**src/rtl/duart_pkg.sv**
```systemverilog
// Shared encodings and defaults for the DUART receive channel.
package duart_pkg;

  localparam logic [1:0] RXEN_NONE = 2'b00;
  localparam logic [1:0] RXEN_ON   = 2'b01;
  localparam logic [1:0] RXEN_OFF  = 2'b10;

  localparam logic [2:0] CMD_RST_RX  = 3'b010;
  localparam logic [2:0] CMD_RST_ERR = 3'b100;

  localparam int RX_FIFO_DEPTH_DEF = 3;

endpackage

```
**src/rtl/duart_rx_channel_ctrl_if.sv**
```systemverilog
// Receiver/CPU-side signal bundle for one DUART receive channel.
// o_Ovr_Count exists only when DUART_RX_OVR_COUNT_EN is defined.
interface duart_rx_channel_ctrl_if;
  logic       i_RX_DV;
  logic [7:0] i_RX_Byte;
  logic [1:0] i_Rx_En_Cmd;
  logic [2:0] i_Misc_Cmd;
  logic       i_Cmd_Wr;
  logic       i_Rd_Strobe;
  logic       i_Irq_Sel_Full;
  logic [7:0] o_Rx_Data;
  logic       o_RxRDY;
  logic       o_FFULL;
  logic       o_Overrun;
  logic       o_Rx_Enabled;
  logic       o_Rx_Irq;
`ifdef DUART_RX_OVR_COUNT_EN
  logic [7:0] o_Ovr_Count;
`endif

  modport master (
`ifdef DUART_RX_OVR_COUNT_EN
    input  o_Ovr_Count,
`endif
    output i_RX_DV, i_RX_Byte, i_Rx_En_Cmd, i_Misc_Cmd, i_Cmd_Wr,
           i_Rd_Strobe, i_Irq_Sel_Full,
    input  o_Rx_Data, o_RxRDY, o_FFULL, o_Overrun, o_Rx_Enabled, o_Rx_Irq
  );

  modport slave (
`ifdef DUART_RX_OVR_COUNT_EN
    output o_Ovr_Count,
`endif
    input  i_RX_DV, i_RX_Byte, i_Rx_En_Cmd, i_Misc_Cmd, i_Cmd_Wr,
           i_Rd_Strobe, i_Irq_Sel_Full,
    output o_Rx_Data, o_RxRDY, o_FFULL, o_Overrun, o_Rx_Enabled, o_Rx_Irq
  );
endinterface

```
**src/rtl/duart_rx_fifo.sv**
```systemverilog
// Receive character FIFO of arbitrary depth; caller guarantees push/pop legality.
module duart_rx_fifo #(
  parameter int DEPTH = 3,
  parameter int CW    = $clog2(DEPTH + 1)
) (
  input  logic          clk,
  input  logic          rst_n,
  input  logic          push,
  input  logic          pop,
  input  logic          flush,
  input  logic [7:0]    din,
  output logic [7:0]    head,
  output logic [CW-1:0] count
);
  localparam int PW = (DEPTH > 1) ? $clog2(DEPTH) : 1;

  logic [7:0]    mem [DEPTH];
  logic [PW-1:0] rd_ptr;
  logic [PW-1:0] wr_ptr;

  // Pointers wrap by compare so non-power-of-two depths work.
  function automatic logic [PW-1:0] ptr_inc(input logic [PW-1:0] p);
    return (p == PW'(DEPTH - 1)) ? '0 : p + 1'b1;
  endfunction

  always_ff @(posedge clk or negedge rst_n) begin
    if (!rst_n) begin
      rd_ptr <= '0;
      wr_ptr <= '0;
      count  <= '0;
      for (int i = 0; i < DEPTH; i++) mem[i] <= 8'h00;
    end else if (flush) begin
      rd_ptr <= '0;
      wr_ptr <= '0;
      count  <= '0;
    end else begin
      if (push) begin
        mem[wr_ptr] <= din;
        wr_ptr      <= ptr_inc(wr_ptr);
      end
      if (pop) rd_ptr <= ptr_inc(rd_ptr);
      case ({push, pop})
        2'b10:   count <= count + 1'b1;
        2'b01:   count <= count - 1'b1;
        default: count <= count;
      endcase
    end
  end

  assign head = mem[rd_ptr];
endmodule

```
**src/rtl/duart_rx_channel_ctrl.sv**
```systemverilog
// DUART receive channel controller: enable gating, RX FIFO, status, overrun, IRQ.
// Optional saturating overrun counter enabled by DUART_RX_OVR_COUNT_EN.
module duart_rx_channel_ctrl
  import duart_pkg::*;
#(
  parameter int FIFO_DEPTH = RX_FIFO_DEPTH_DEF
) (
  input  logic              i_Clock,
  input  logic              i_Rst_L,
  duart_rx_channel_ctrl_if.slave bus
);
  localparam int CW = $clog2(FIFO_DEPTH + 1);

  logic          enabled;
  logic          overrun;
  logic [CW-1:0] count;
  logic [7:0]    head;
  logic          full;
  logic          rst_rx;
  logic          rst_err;
  logic          pop;
  logic          push;
  logic          ovr_evt;

  assign rst_rx  = bus.i_Cmd_Wr && (bus.i_Misc_Cmd == CMD_RST_RX);
  assign rst_err = bus.i_Cmd_Wr && (bus.i_Misc_Cmd == CMD_RST_ERR);
  assign full    = (count == CW'(FIFO_DEPTH));

  // Receiver reset outranks any same-cycle data movement.
  assign pop     = !rst_rx && bus.i_Rd_Strobe && (count != '0);
  assign push    = !rst_rx && bus.i_RX_DV && enabled && (!full || pop);
  assign ovr_evt = !rst_rx && bus.i_RX_DV && enabled && full && !pop;

  duart_rx_fifo #(.DEPTH(FIFO_DEPTH), .CW(CW)) u_fifo (
    .clk   (i_Clock),
    .rst_n (i_Rst_L),
    .push  (push),
    .pop   (pop),
    .flush (rst_rx),
    .din   (bus.i_RX_Byte),
    .head  (head),
    .count (count)
  );

  always_ff @(posedge i_Clock or negedge i_Rst_L) begin
    if (!i_Rst_L) begin
      enabled <= 1'b0;
      overrun <= 1'b0;
    end else if (rst_rx) begin
      enabled <= 1'b0;
      overrun <= 1'b0;
    end else begin
      if (bus.i_Cmd_Wr && bus.i_Rx_En_Cmd == RXEN_ON)  enabled <= 1'b1;
      if (bus.i_Cmd_Wr && bus.i_Rx_En_Cmd == RXEN_OFF) enabled <= 1'b0;
      if (ovr_evt)      overrun <= 1'b1;
      else if (rst_err) overrun <= 1'b0;
    end
  end

`ifdef DUART_RX_OVR_COUNT_EN
  logic [7:0] ovr_cnt;

  always_ff @(posedge i_Clock or negedge i_Rst_L) begin
    if (!i_Rst_L)                        ovr_cnt <= 8'h00;
    else if (rst_rx)                     ovr_cnt <= 8'h00;
    else if (rst_err)                    ovr_cnt <= {7'h00, ovr_evt};
    else if (ovr_evt && ovr_cnt != 8'hFF) ovr_cnt <= ovr_cnt + 8'h01;
  end

  assign bus.o_Ovr_Count = ovr_cnt;
`endif

  assign bus.o_Rx_Data    = head;
  assign bus.o_RxRDY      = (count != '0);
  assign bus.o_FFULL      = full;
  assign bus.o_Overrun    = overrun;
  assign bus.o_Rx_Enabled = enabled;
  assign bus.o_Rx_Irq     = bus.i_Irq_Sel_Full ? full : (count != '0);
endmodule

```
**src/flat_wrapper.sv**
```systemverilog
// flat-port wrapper written by rule: the top's interface ports become plain ports
module duart_rx_channel_ctrl_flat import duart_pkg::*;
#(
  parameter int FIFO_DEPTH = RX_FIFO_DEPTH_DEF
)
  (i_Clock, i_Rst_L, bus_i_RX_DV, bus_i_RX_Byte, bus_i_Rx_En_Cmd, bus_i_Misc_Cmd, bus_i_Cmd_Wr, bus_i_Rd_Strobe, bus_i_Irq_Sel_Full, bus_o_Rx_Data, bus_o_RxRDY, bus_o_FFULL, bus_o_Overrun, bus_o_Rx_Enabled, bus_o_Rx_Irq);
  duart_rx_channel_ctrl_if bus_i ();
  input  logic i_Clock;
  input  logic i_Rst_L;
  input wire logic [$bits(bus_i.i_RX_DV)-1:0] bus_i_RX_DV;
  input wire logic [$bits(bus_i.i_RX_Byte)-1:0] bus_i_RX_Byte;
  input wire logic [$bits(bus_i.i_Rx_En_Cmd)-1:0] bus_i_Rx_En_Cmd;
  input wire logic [$bits(bus_i.i_Misc_Cmd)-1:0] bus_i_Misc_Cmd;
  input wire logic [$bits(bus_i.i_Cmd_Wr)-1:0] bus_i_Cmd_Wr;
  input wire logic [$bits(bus_i.i_Rd_Strobe)-1:0] bus_i_Rd_Strobe;
  input wire logic [$bits(bus_i.i_Irq_Sel_Full)-1:0] bus_i_Irq_Sel_Full;
  output wire logic [$bits(bus_i.o_Rx_Data)-1:0] bus_o_Rx_Data;
  output wire logic [$bits(bus_i.o_RxRDY)-1:0] bus_o_RxRDY;
  output wire logic [$bits(bus_i.o_FFULL)-1:0] bus_o_FFULL;
  output wire logic [$bits(bus_i.o_Overrun)-1:0] bus_o_Overrun;
  output wire logic [$bits(bus_i.o_Rx_Enabled)-1:0] bus_o_Rx_Enabled;
  output wire logic [$bits(bus_i.o_Rx_Irq)-1:0] bus_o_Rx_Irq;
  assign bus_i.i_RX_DV = bus_i_RX_DV;
  assign bus_i.i_RX_Byte = bus_i_RX_Byte;
  assign bus_i.i_Rx_En_Cmd = bus_i_Rx_En_Cmd;
  assign bus_i.i_Misc_Cmd = bus_i_Misc_Cmd;
  assign bus_i.i_Cmd_Wr = bus_i_Cmd_Wr;
  assign bus_i.i_Rd_Strobe = bus_i_Rd_Strobe;
  assign bus_i.i_Irq_Sel_Full = bus_i_Irq_Sel_Full;
  assign bus_o_Rx_Data = bus_i.o_Rx_Data;
  assign bus_o_RxRDY = bus_i.o_RxRDY;
  assign bus_o_FFULL = bus_i.o_FFULL;
  assign bus_o_Overrun = bus_i.o_Overrun;
  assign bus_o_Rx_Enabled = bus_i.o_Rx_Enabled;
  assign bus_o_Rx_Irq = bus_i.o_Rx_Irq;
  duart_rx_channel_ctrl #(.FIFO_DEPTH(FIFO_DEPTH)) u_core (.i_Clock(i_Clock), .i_Rst_L(i_Rst_L), .bus(bus_i));
endmodule
```
**config.mk**
```make
export PLATFORM = sky130hd
export DESIGN_NAME = duart_rx_channel_ctrl_flat
export DESIGN_NICKNAME = d
export VERILOG_FILES = /design/src/rtl/duart_pkg.sv /design/src/rtl/duart_rx_channel_ctrl_if.sv /design/src/rtl/duart_rx_fifo.sv /design/src/rtl/duart_rx_channel_ctrl.sv /design/src/flat_wrapper.sv
export SDC_FILE = /design/constraint.sdc
export NUM_CORES = 1
export LEC_CHECK = 0
export BUFFER_PORTS_ARGS = -buffer_cell sky130_fd_sc_hd__buf_2
export CAP_MARGIN = 20
export CORE_UTILIZATION = 40
export DETAILED_ROUTE_END_ITERATION = 10
export MAX_ROUTING_LAYER = met4
export PLACE_DENSITY_LB_ADDON = 0.08
export SLEW_MARGIN = 0
export SYNTH_ARGS = -nofsm -noshare
export SYNTH_HDL_FRONTEND = slang
export SYNTH_SLANG_ARGS = --single-unit
```
**constraint.sdc**
```tcl
create_clock -name i_Clock -period 2.8 [get_ports i_Clock]
set_input_delay 0.42 -clock i_Clock [delete_from_list [all_inputs] [get_ports i_Clock]]
set_output_delay 0.42 -clock i_Clock [all_outputs]
set_load 0.02 [all_outputs]
```
==> impl.org, run 1 <==
** Outcome
- The run finished with clean final reports.

** Critical path
- By startpoint and endpoint, the worst setup path is classified as reg -> reg.
- The endpoint identified for the worst register-to-register timing path is u_core.u_fifo.count[1].
- Required time at the endpoint of the critical path :: between 3 and 4 ns
- Across all register-to-register paths, the minimum setup slack is 0.64 ns.
- Data on the critical path arrives at its endpoint at 2.37 ns.
- Origin of the critical flop-to-flop path :: u_core.u_fifo.count[0]
- STA classifies the critical path startpoint as a flop.
- The worst setup path is captured at a flop.
- Worst R2R Path Depth :: 5
- Max FO, Critical Path :: 9

** Clock tree
- The number of hold buffers added after CTS was 0.
- The clock reaches the later pin of the worst-skew pair after 0.28 ns.
- Cts bufs inserted :: 5
- Post-CTS repair timing setup buffer count :: 0
- CTS built an H-tree with a depth of 2.
- Total clock sinks :: 32
- The clock passes through at most 2 buffers.
- Clock tree from TritonCTS :: yes
- Clock-pin slew was measured on the worst setup and hold paths at about 0.06 ns.
- CTS Root Cell :: clkbuf_8
- The number of gates resized after CTS was 0.

** Route
- For this run, design rule violations remaining after detail routing come to 0.
- Once detail routing completed, the nets flagged for antenna violations numbered 0.
- Router iterations before antenna repair :: 4
- Detailed routing inserted a total of approximately 1.1k vias.
- Per-cell routed wire length :: 14.8 um
- In the routed layout, each cell is associated on average with a via count of slightly above 5.
- After detailed routing, the total wire length is 3140 um.
- After the first detailed-routing iteration, the DRC count stood at 55.

** Timing
- Transition time at the pin with the least slew margin :: around 0.71 ns
- Final hold slack :: approximately 0.19 ns
- Of the available clock period, the critical path in the final layout requires 0.771.
- Summed over all failing endpoints, the final setup total negative slack is 0 ns.
- The count of final max-slew check failures came to 0.
- Across the routed clock network, the largest skew measured is ~0.0047 ns.
- The worst pin sits at a relative slew slack of 0.522.
- The final-report hold violation count was 0.
- Setup violations remaining at the end of the flow were counted as 0.
- The clock period could shrink to 2.16 ns.
- Highest Clock Rate :: around 0.46 GHz
- Setup repair after global routing left no endpoint under its margin.

** Global route
- The first global-routing pass estimated approximately 5400 um of wire.
- Global routing finished with a remaining overflow of 0.
- Initial antenna violation count :: 0
- In the global route stage, overall resource usage came out at 0.180.
- Vias in the first global route :: between 1k and 1.5k
- Maximum number of pins on one net before global-route repair :: 33

** Floorplan
- The floorplan step defined a core boundary enclosing about 3700 um^2.
- In this run the vertical extent of the chip is 65.3 um.
- The die is between 60 and 70 um wide.
- Standard-cell row count :: 22
- IO Pins :: 32
- The initial utilization of the core area, before any placement, comes to 0.428.
- The die covers between 4000 and 5000 um^2.

** Placement
- Last weighted congestion value of the routability-driven placer :: 0.722
- During placement, the flow inserted port buffers numbering 31.
- In this run the cell area measured after placement is between 1500 and 2000 um^2.
- HPWL after detailed placement :: approximately 2100 um

** Synthesis
- Counting flops and latches in the post-synthesis netlist gives 32.
- The synthesized design spends more area on one cell type than any other, namely dfrtp_1.
- Most area-consuming cells after synthesis :: dfrtp_1 (50%), mux2_2 (11%), mux2_4 (7.5%)
- For this run, the register share of the synthesized area comes to 0.500.
- Warnings, synthesis :: 0
- Distinct cell type count of the synthesized netlist :: 31
- In the synthesized netlist, the number of instances is about 130.
- Nets in the synthesized netlist :: 149
- Of the post-synthesis cell area, the dominant cell type holds 0.500.
- Synthesized area per cell :: about 12 um^2
- Cell area after synthesis :: 1600 um^2

** Power and ir drop
- IR analysis of the VDD net gives a maximum drop of about 0.41 mV.
- Power spread over the standard cell area amounts to about 1100 nW/um^2.
- Total leakage power :: around 0.87 nW
- Total design power :: between 2 and 2.5 mW

** Job
- Max-cap violations in this run came to 0.

** Final layout
- 0 antenna diodes ended up in the layout.
- After routing the design area is about 1900 um^2.
- Of the cells placed in the final design, the portion with a size suffix greater than 1 is 0.445.
- Layout overhead on the synthesized area :: 17.6%
- Layout net count :: ~180
- Layout Utilization :: 0.504

** Worst hold path
- Worst Hold Class :: in -> async
flip-flops by register name, indices dropped and copies added, names as in the netlist:
| name | count |
|---|---|
| u_core.u_fifo.mem | 24 |
| u_core.u_fifo.count | 2 |
| u_core.u_fifo.rd_ptr | 2 |
| u_core.u_fifo.wr_ptr | 2 |
| u_core.bus.o_Overrun | 1 |
| u_core.bus.o_Rx_Enabled | 1 |
metrics by stage:
stage	instances	setup WS, ns
floorplan	129	0.580
global placement	204	0.566
detailed placement	204	0.507
CTS	212	0.609
global route	212	0.518
finish	212	0.640
worst max path at each step:
stage	start	endpoint	slack, ns	depth (start not counted)
floorplan	bus_i_Misc_Cmd[0]	u_core.u_fifo.count[1]	0.58	6
global placement	bus_i_Cmd_Wr	u_core.u_fifo.count[1]	0.57	6
detailed placement	bus_i_Cmd_Wr	u_core.u_fifo.count[1]	0.51	6
CTS	u_core.u_fifo.rd_ptr[1]	bus_o_Rx_Data[1]	0.61	5
global route	u_core.u_fifo.rd_ptr[1]	bus_o_Rx_Data[2]	0.52	5
finish	u_core.u_fifo.count[0]	u_core.u_fifo.count[1]	0.64	5
routing by layer:
| metal | vias to the layer above | wire, um | part of all wire | track usage |
|---|---|---|---|---|
| li1 | 528 | - | - | - |
| met1 | 533 | 1440 | 0.46 | 0.213 |
| met2 | 21 | 1530 | 0.49 | 0.291 |
| met3 | 7 | 119 | 0.038 | 0.0469 |
| met4 | 0 | 55 | 0.018 | 0.0734 |
| met5 | - | 0 | 0 | - |
placed cells by master, fill, tap and decap left out, types with 2 or more instances in the layout:
cell type	count
buf_2	31
buf_4	2
nor2_1	5
clkbuf_1	2
mux2_2	16
mux2_4	8
a21oi_1	6
nand2_1	11
o21ai_0	12
clkbuf_8	6
nor4_4	2
or3_1	2
or3_2	2
dfrtp_1	32
mux2i_1	8
nand2b_1	3
final cells by class:
class,instances,area (um^2)
fillers,365,1860
flip-flops and latches,32,801
multi-input cells,90,761
repair buffers,33,170
clock buffers,8,90.1
well taps,48,60.1
inverters,1,3.75
worst max-delay path, stage by stage (launching register included):
cell     delay (ns)
dfrtp_1        0.44
and3b_1        0.33
or3_2          0.49
ha_1           0.32
or3_1          0.35
a21oi_1        0.15
Yosys cell counts:
master / count
a21oi_1: 6
a2bb2oi_1: 1
a32oi_1: 1
and2_2: 1
and3b_1: 1
and4bb_2: 1
buf_1: 1
buf_6: 2
clkbuf_1: 3
dfrtp_1: 32
ha_1: 1
inv_1: 1
maj3_1: 1
mux2_2: 16
mux2_4: 8
mux2i_1: 8
nand2_1: 11
nand2b_1: 3
nand4bb_1: 1
nor2_1: 5
nor2b_1: 1
nor4_4: 2
o21ai_0: 12
or2_2: 1
or3_1: 2
or3_2: 2
or3b_2: 1
or4_2: 1
or4b_4: 1
xnor2_1: 1
xor2_1: 1
power by group:
group / switching, mW / internal [mW]
clock: 0.157 / 0.200
combinational: 0.478 / 0.471
sequential: 0.153 / 0.686
kinds of logic (layout without fill, tap and decap cells):
| logic type | count (synthesis) | in the layout | synth area share |
|---|---|---|---|
| XOR/XNOR | 2 | 2 | 0.0109 |
| multiplexers | 32 | 32 | 0.237 |
| adder cells (fa/ha/maj) | 2 | 2 | 0.0141 |
| AND/OR/NAND/NOR | 34 | 34 | 0.145 |
| flip-flops | 32 | 32 | 0.500 |
| AO/OA/AOI/OAI | 20 | 20 | 0.0671 |
| buffers and inverters | 7 | 42 | 0.0258 |
No activity file was read; power rests on OpenSTA's default activity.
==> run 2, diff against run 1 <==
--- a/config.mk
+++ b/config.mk
@@ -5,6 +5,7 @@
 export SDC_FILE = /design/constraint.sdc
 export NUM_CORES = 1
 export LEC_CHECK = 0
+export ABC_AREA = 1
 export BUFFER_PORTS_ARGS = -buffer_cell sky130_fd_sc_hd__buf_2
 export CAP_MARGIN = 20
 export CORE_UTILIZATION = 40
==> constraint.sdc (replaced) <==
create_clock -name i_Clock -period 1.8 [get_ports i_Clock]
set_input_delay 0.27 -clock i_Clock [delete_from_list [all_inputs] [get_ports i_Clock]]
set_output_delay 0.27 -clock i_Clock [all_outputs]
set_load 0.02 [all_outputs]
==> impl.org, run 2 <==
** Outcome
- Outcome :: completed

** Clock tree
- Cts bufs inserted :: 5 (unchanged)
- Clock tree from TritonCTS :: yes
- CTS Root Cell :: clkbuf_8
- The number of buffers inserted by post-CTS setup repair came to 0 (unchanged).
- Bufs on Longest Clock Path :: 2 (unchanged)
- H-tree level count :: 2 (unchanged)
- Total clock sinks :: 32 (unchanged)
- Reg clk slew, reported paths :: 0.07 ns (about the same)
- The clock latency on the worst-skew pair was 0.27 ns (about the same).

** Timing
- Final hold slack :: 0.0453 ns (-0.144 ns)
- Aggregate negative setup slack :: 0 ns (unchanged)
- The relative max-transition margin was 0.517 (-0.00419).
- The post-route clock skew came to 0.00858 ns (+0.00388 ns).
- Setup repair after global routing left no endpoint under its margin.
- The count of final max-slew check failures came to 0 (unchanged).
- Highest Clock Rate :: 0.634 GHz
- The measured slew at the worst slew-check pin came to 0.724 ns (+0.0116 ns).
- # setup viols final :: 0 (unchanged)
- Number of failing hold endpoints at the final stage :: 0 (unchanged)
- Final critical delay including setup and external delays :: roughly 1.6 ns
- Dividing the final minimum period by the clock period gives 0.876.

** Synthesis
- The gate count of the mapped netlist came to 200 (+55%).
- Share of synthesized registers carrying an async set or reset :: 1.00 (unchanged)
- Post-synthesis share of cell area spent on xor and xnor gates :: 0 (-0.0109)
- The part of the Yosys area used for sequential elements was 0.489 (-0.0111).
- The adder-cell area share of the yosys netlist was 0.00763 (-0.00642).
- Count of state elements after synthesis :: 32 (unchanged)
- By instance count, the leading cell after synthesis is nand2_1.
- The synthesized design spends more area on one cell type than any other, namely dfrtp_1.
- Combinational family with the most area after synthesis :: simple AND/OR/NAND/NOR gates
- Synthesized-area fraction occupied by ao, oa, aoi and oai cells :: 0.0389 (-0.0282)
- For this run, the leading register cell type out of synthesis is dfrtp_1.
- The count of flip-flops with a built-in enable after synthesis is 0 (unchanged).
- List of most frequent post-synthesis cells :: nand2_1 (83), dfrtp_1 (32), nand4_1 (24), nand3_1 (16), inv_1 (11)
- The number of unique standard cell types used by synthesis was 20 (-35%).
- Post-synth top area share :: 0.489 (-0.0111)
- The post-synthesis instance area was 1640 um^2 (+2.3%).
- The synthesized net count came to 220 (+48%).
- Yosys attributes the largest share of cell area to dfrtp_1 (49%), nand2_1 (19%), nand4_1 (9.2%).
- Warnings, synthesis :: 0 (unchanged)
- Multiplexer share of the synthesized area :: 0 (-0.237)
- The average instance area after synthesis was 8.20 um^2 (-34%).
- The share of synthesized cell area in and, or, nand and nor gates is 0.405 (+0.260).

** Final layout
- The total number of nets in the final design was 261 (+43%).
- The fraction of final layout cells with drive strength greater than 1 came to 0.253 (-0.192).
- Final instance count without filler cells :: 289 (+36%)
- Ranked by flip-flop count, first place goes to u_core.u_fifo.mem.
- Antenna diode count :: 0 (unchanged)
- Relative to the synthesized area, the layout overhead comes to 18.5%.
- Number of flip-flops under the largest register name :: 24 (unchanged)
- Most common cell after layout, fill and taps aside :: nand2_1
- The top cell types in the final layout, fill and taps aside, are nand2_1 (83), dfrtp_1 (32), buf_2 (31), nand4_1 (24), nand3_1 (16).

** Global route
- The initial antenna violation count came to 0 (unchanged).
- The number of global-route vias before repair was 1412 (+21%).
- The global-route usage over all layers was 0.206 (+0.0261).
- Global-route wire length before repair :: 6420 um (+18%)
- Overall overflow remaining after global route :: 0 (unchanged)
- Maximum number of pins on one net before global-route repair :: 33 (unchanged)

** Floorplan
- Core area :: 3800 um^2 (+1.5%)
- The placement row count is 22 (unchanged).
- The effective utilization at floorplan was 0.431 (+0.00335).
- The boundary pin count was 32 (unchanged).
- Chip Width :: 66.0 um (+1.1%)
- The die area was 4360 um^2 (+2.2%).
- The overall die height is 66.0 um (+1.1%).

** Critical path
- Origin of the critical flop-to-flop path :: u_core.u_fifo.count[0]
- Max FO, Critical Path :: 8 (-1)
- STA classifies the critical path endpoint as a primary output.
- End of the worst register-to-register path :: u_core.u_fifo.count[0]
- Required time at the endpoint of the critical path :: 1.53 ns (-1.48 ns)
- By startpoint and endpoint, the worst setup path is classified as reg -> out.
- The critical path data arrival time was 1.31 ns (-1.06 ns).
- Startpoint type of the worst setup path :: flop
- The depth of the worst register-to-register path was 9 (+4).
- The flop-to-flop setup slack is 0.22 ns (-0.42 ns).

** Route
- Final Routed Wirelength :: 3910 um (+24%)
- The mean routed wirelength per cell was 13.5 um (-8.7%).
- DRT iter0 DRCs :: 92 (+67%)
- The number of iterations in the first detailed-routing pass is 4 (unchanged).
- The vias after detailed routing is 1499 (+38%).
- The remaining number of nets flagged by the antenna check after routing is 0 (unchanged).
- Remaining design rule violation count :: 0 (unchanged)
- Ratio of routed vias to standard cells :: 5.19 (+0.97%)

** Power and ir drop
- Total leakage power :: 1.07 nW (+23%)
- Worst vdd ir :: 0.769 mV (+88%)
- Combinational Power Share :: 0.462 (+0.020)
- Cell Int Power :: 1.81 mW (+34%)
- Sequential cell fraction of total power :: 0.383 (-0.008)
- The power density over the cells is 1670 nW/um^2 (+47%).
- The switching share of power is 0.441 (+0.0732).
- The power spent charging and discharging nets came to 1.43 mW (+81%).
- Share of total power in the clock network :: 0.156 (-0.011)

** Worst hold path
- Worst Hold Class :: in -> async

** Placement
- The estimated wirelength of the detail-placed design came to 2740 um (+29%).
- The cell count after placement is 282 (+38%).
- Last weighted congestion value of the routability-driven placer :: 0.780 (+8.0%)
- Port Buf Inserts :: 31 (unchanged)

** Job
- Maxcap violations :: 0 (unchanged)
-- run 2: cell types whose count changed after synthesis, sizes merged, moves of 10 or more --
cell and delta:
nand2 +76, mux2 -24, nand4 +24, nand3 +19, inv +12, o21ai -10
-- run 2: area by class of cell --
| type | count | area (um^2) |
|---|---|---|
| Clock buffer | 6 | 72.6 |
| Inverter | 13 | 48.8 |
| Sequential cell | 32 | 801 |
| Tap cell | 48 | 60.1 |
| Multi-Input combinational cell | 150 | 741 |
| Clock inverter | 1 | 5.00 |
| Fill cell | 401 | 1860 |
| Timing Repair Buffer | 39 | 215 |
-- run 2: repair_timing --
item | in CTS | in global routing
gates resized for setup | 0 | 2
hold buffers | 0 | 0
hold endpoints to repair | 0 | 0
endpoints found under the setup margin | 0 | 3
-- run 2: logic make-up (layout without fill, tap and decap cells) --
kind of cell,Yosys count,in the layout
adders and majority gates,1,1
AOI/OAI and AO/OA,10,10
buffers and inverters,18,59
DFF,32,32
and+or+nand+nor,139,139
-- run 2: worst max-delay path, stage by stage, from the launching register on --
cell and delay, ns:
dfrtp_1 0.39, inv_1 0.08, nand2_1 0.08, inv_2 0.16
nand2_1 0.08, nand3_1 0.07, buf_2 0.16
-- run 2: power groups by stage --
stage                     clock (mW)  combinational, mW  sequential (mW)
after floorplan                    0               1.02             1.22
after global placement             0               1.47             1.23
after detailed placement           0               1.51             1.25
after CTS                      0.523               1.51             1.24
after global routing           0.544               1.69             1.28
final                          0.505               1.50             1.24
-- run 2: metal layers --
metal,global-route usage,vias to the layer above,part of all wire
li1,-,749,-
met1,0.250,715,0.46
met2,0.353,33,0.49
met3,0.0362,2,0.047
met4,0.0559,0,0.0049
met5,-,-,0
-- run 2: worst max-delay path by stage --
stage	start	end	slack, ns	cells after the start
after detailed placement	bus_i_Cmd_Wr	u_core.u_fifo.count[0]	0.19	11
after global routing	u_core.u_fifo.count[0]	u_core.u_fifo.count[0]	0.05	9
final	u_core.u_fifo.rd_ptr[0]	bus_o_Rx_Data[3]	0.22	6
after CTS	u_core.u_fifo.rd_ptr[1]	bus_o_Rx_Data[3]	0.08	6
after global placement	bus_i_Cmd_Wr	u_core.u_fifo.count[0]	0.26	11
after floorplan	u_core.bus.o_Rx_Enabled	u_core.u_fifo.count[0]	0.22	8
-- run 2: stage by stage --
stage	setup WS, ns	utilization	total power [mW]	area, um^2
global route	0.0532	0.512	3.51	1940
finish	0.222	0.512	3.24	1940
floorplan	0.220	-	2.23	1640
CTS	0.0799	0.512	3.27	1940
detailed placement	0.187	0.491	2.76	1870
global placement	0.256	0.491	2.71	1870
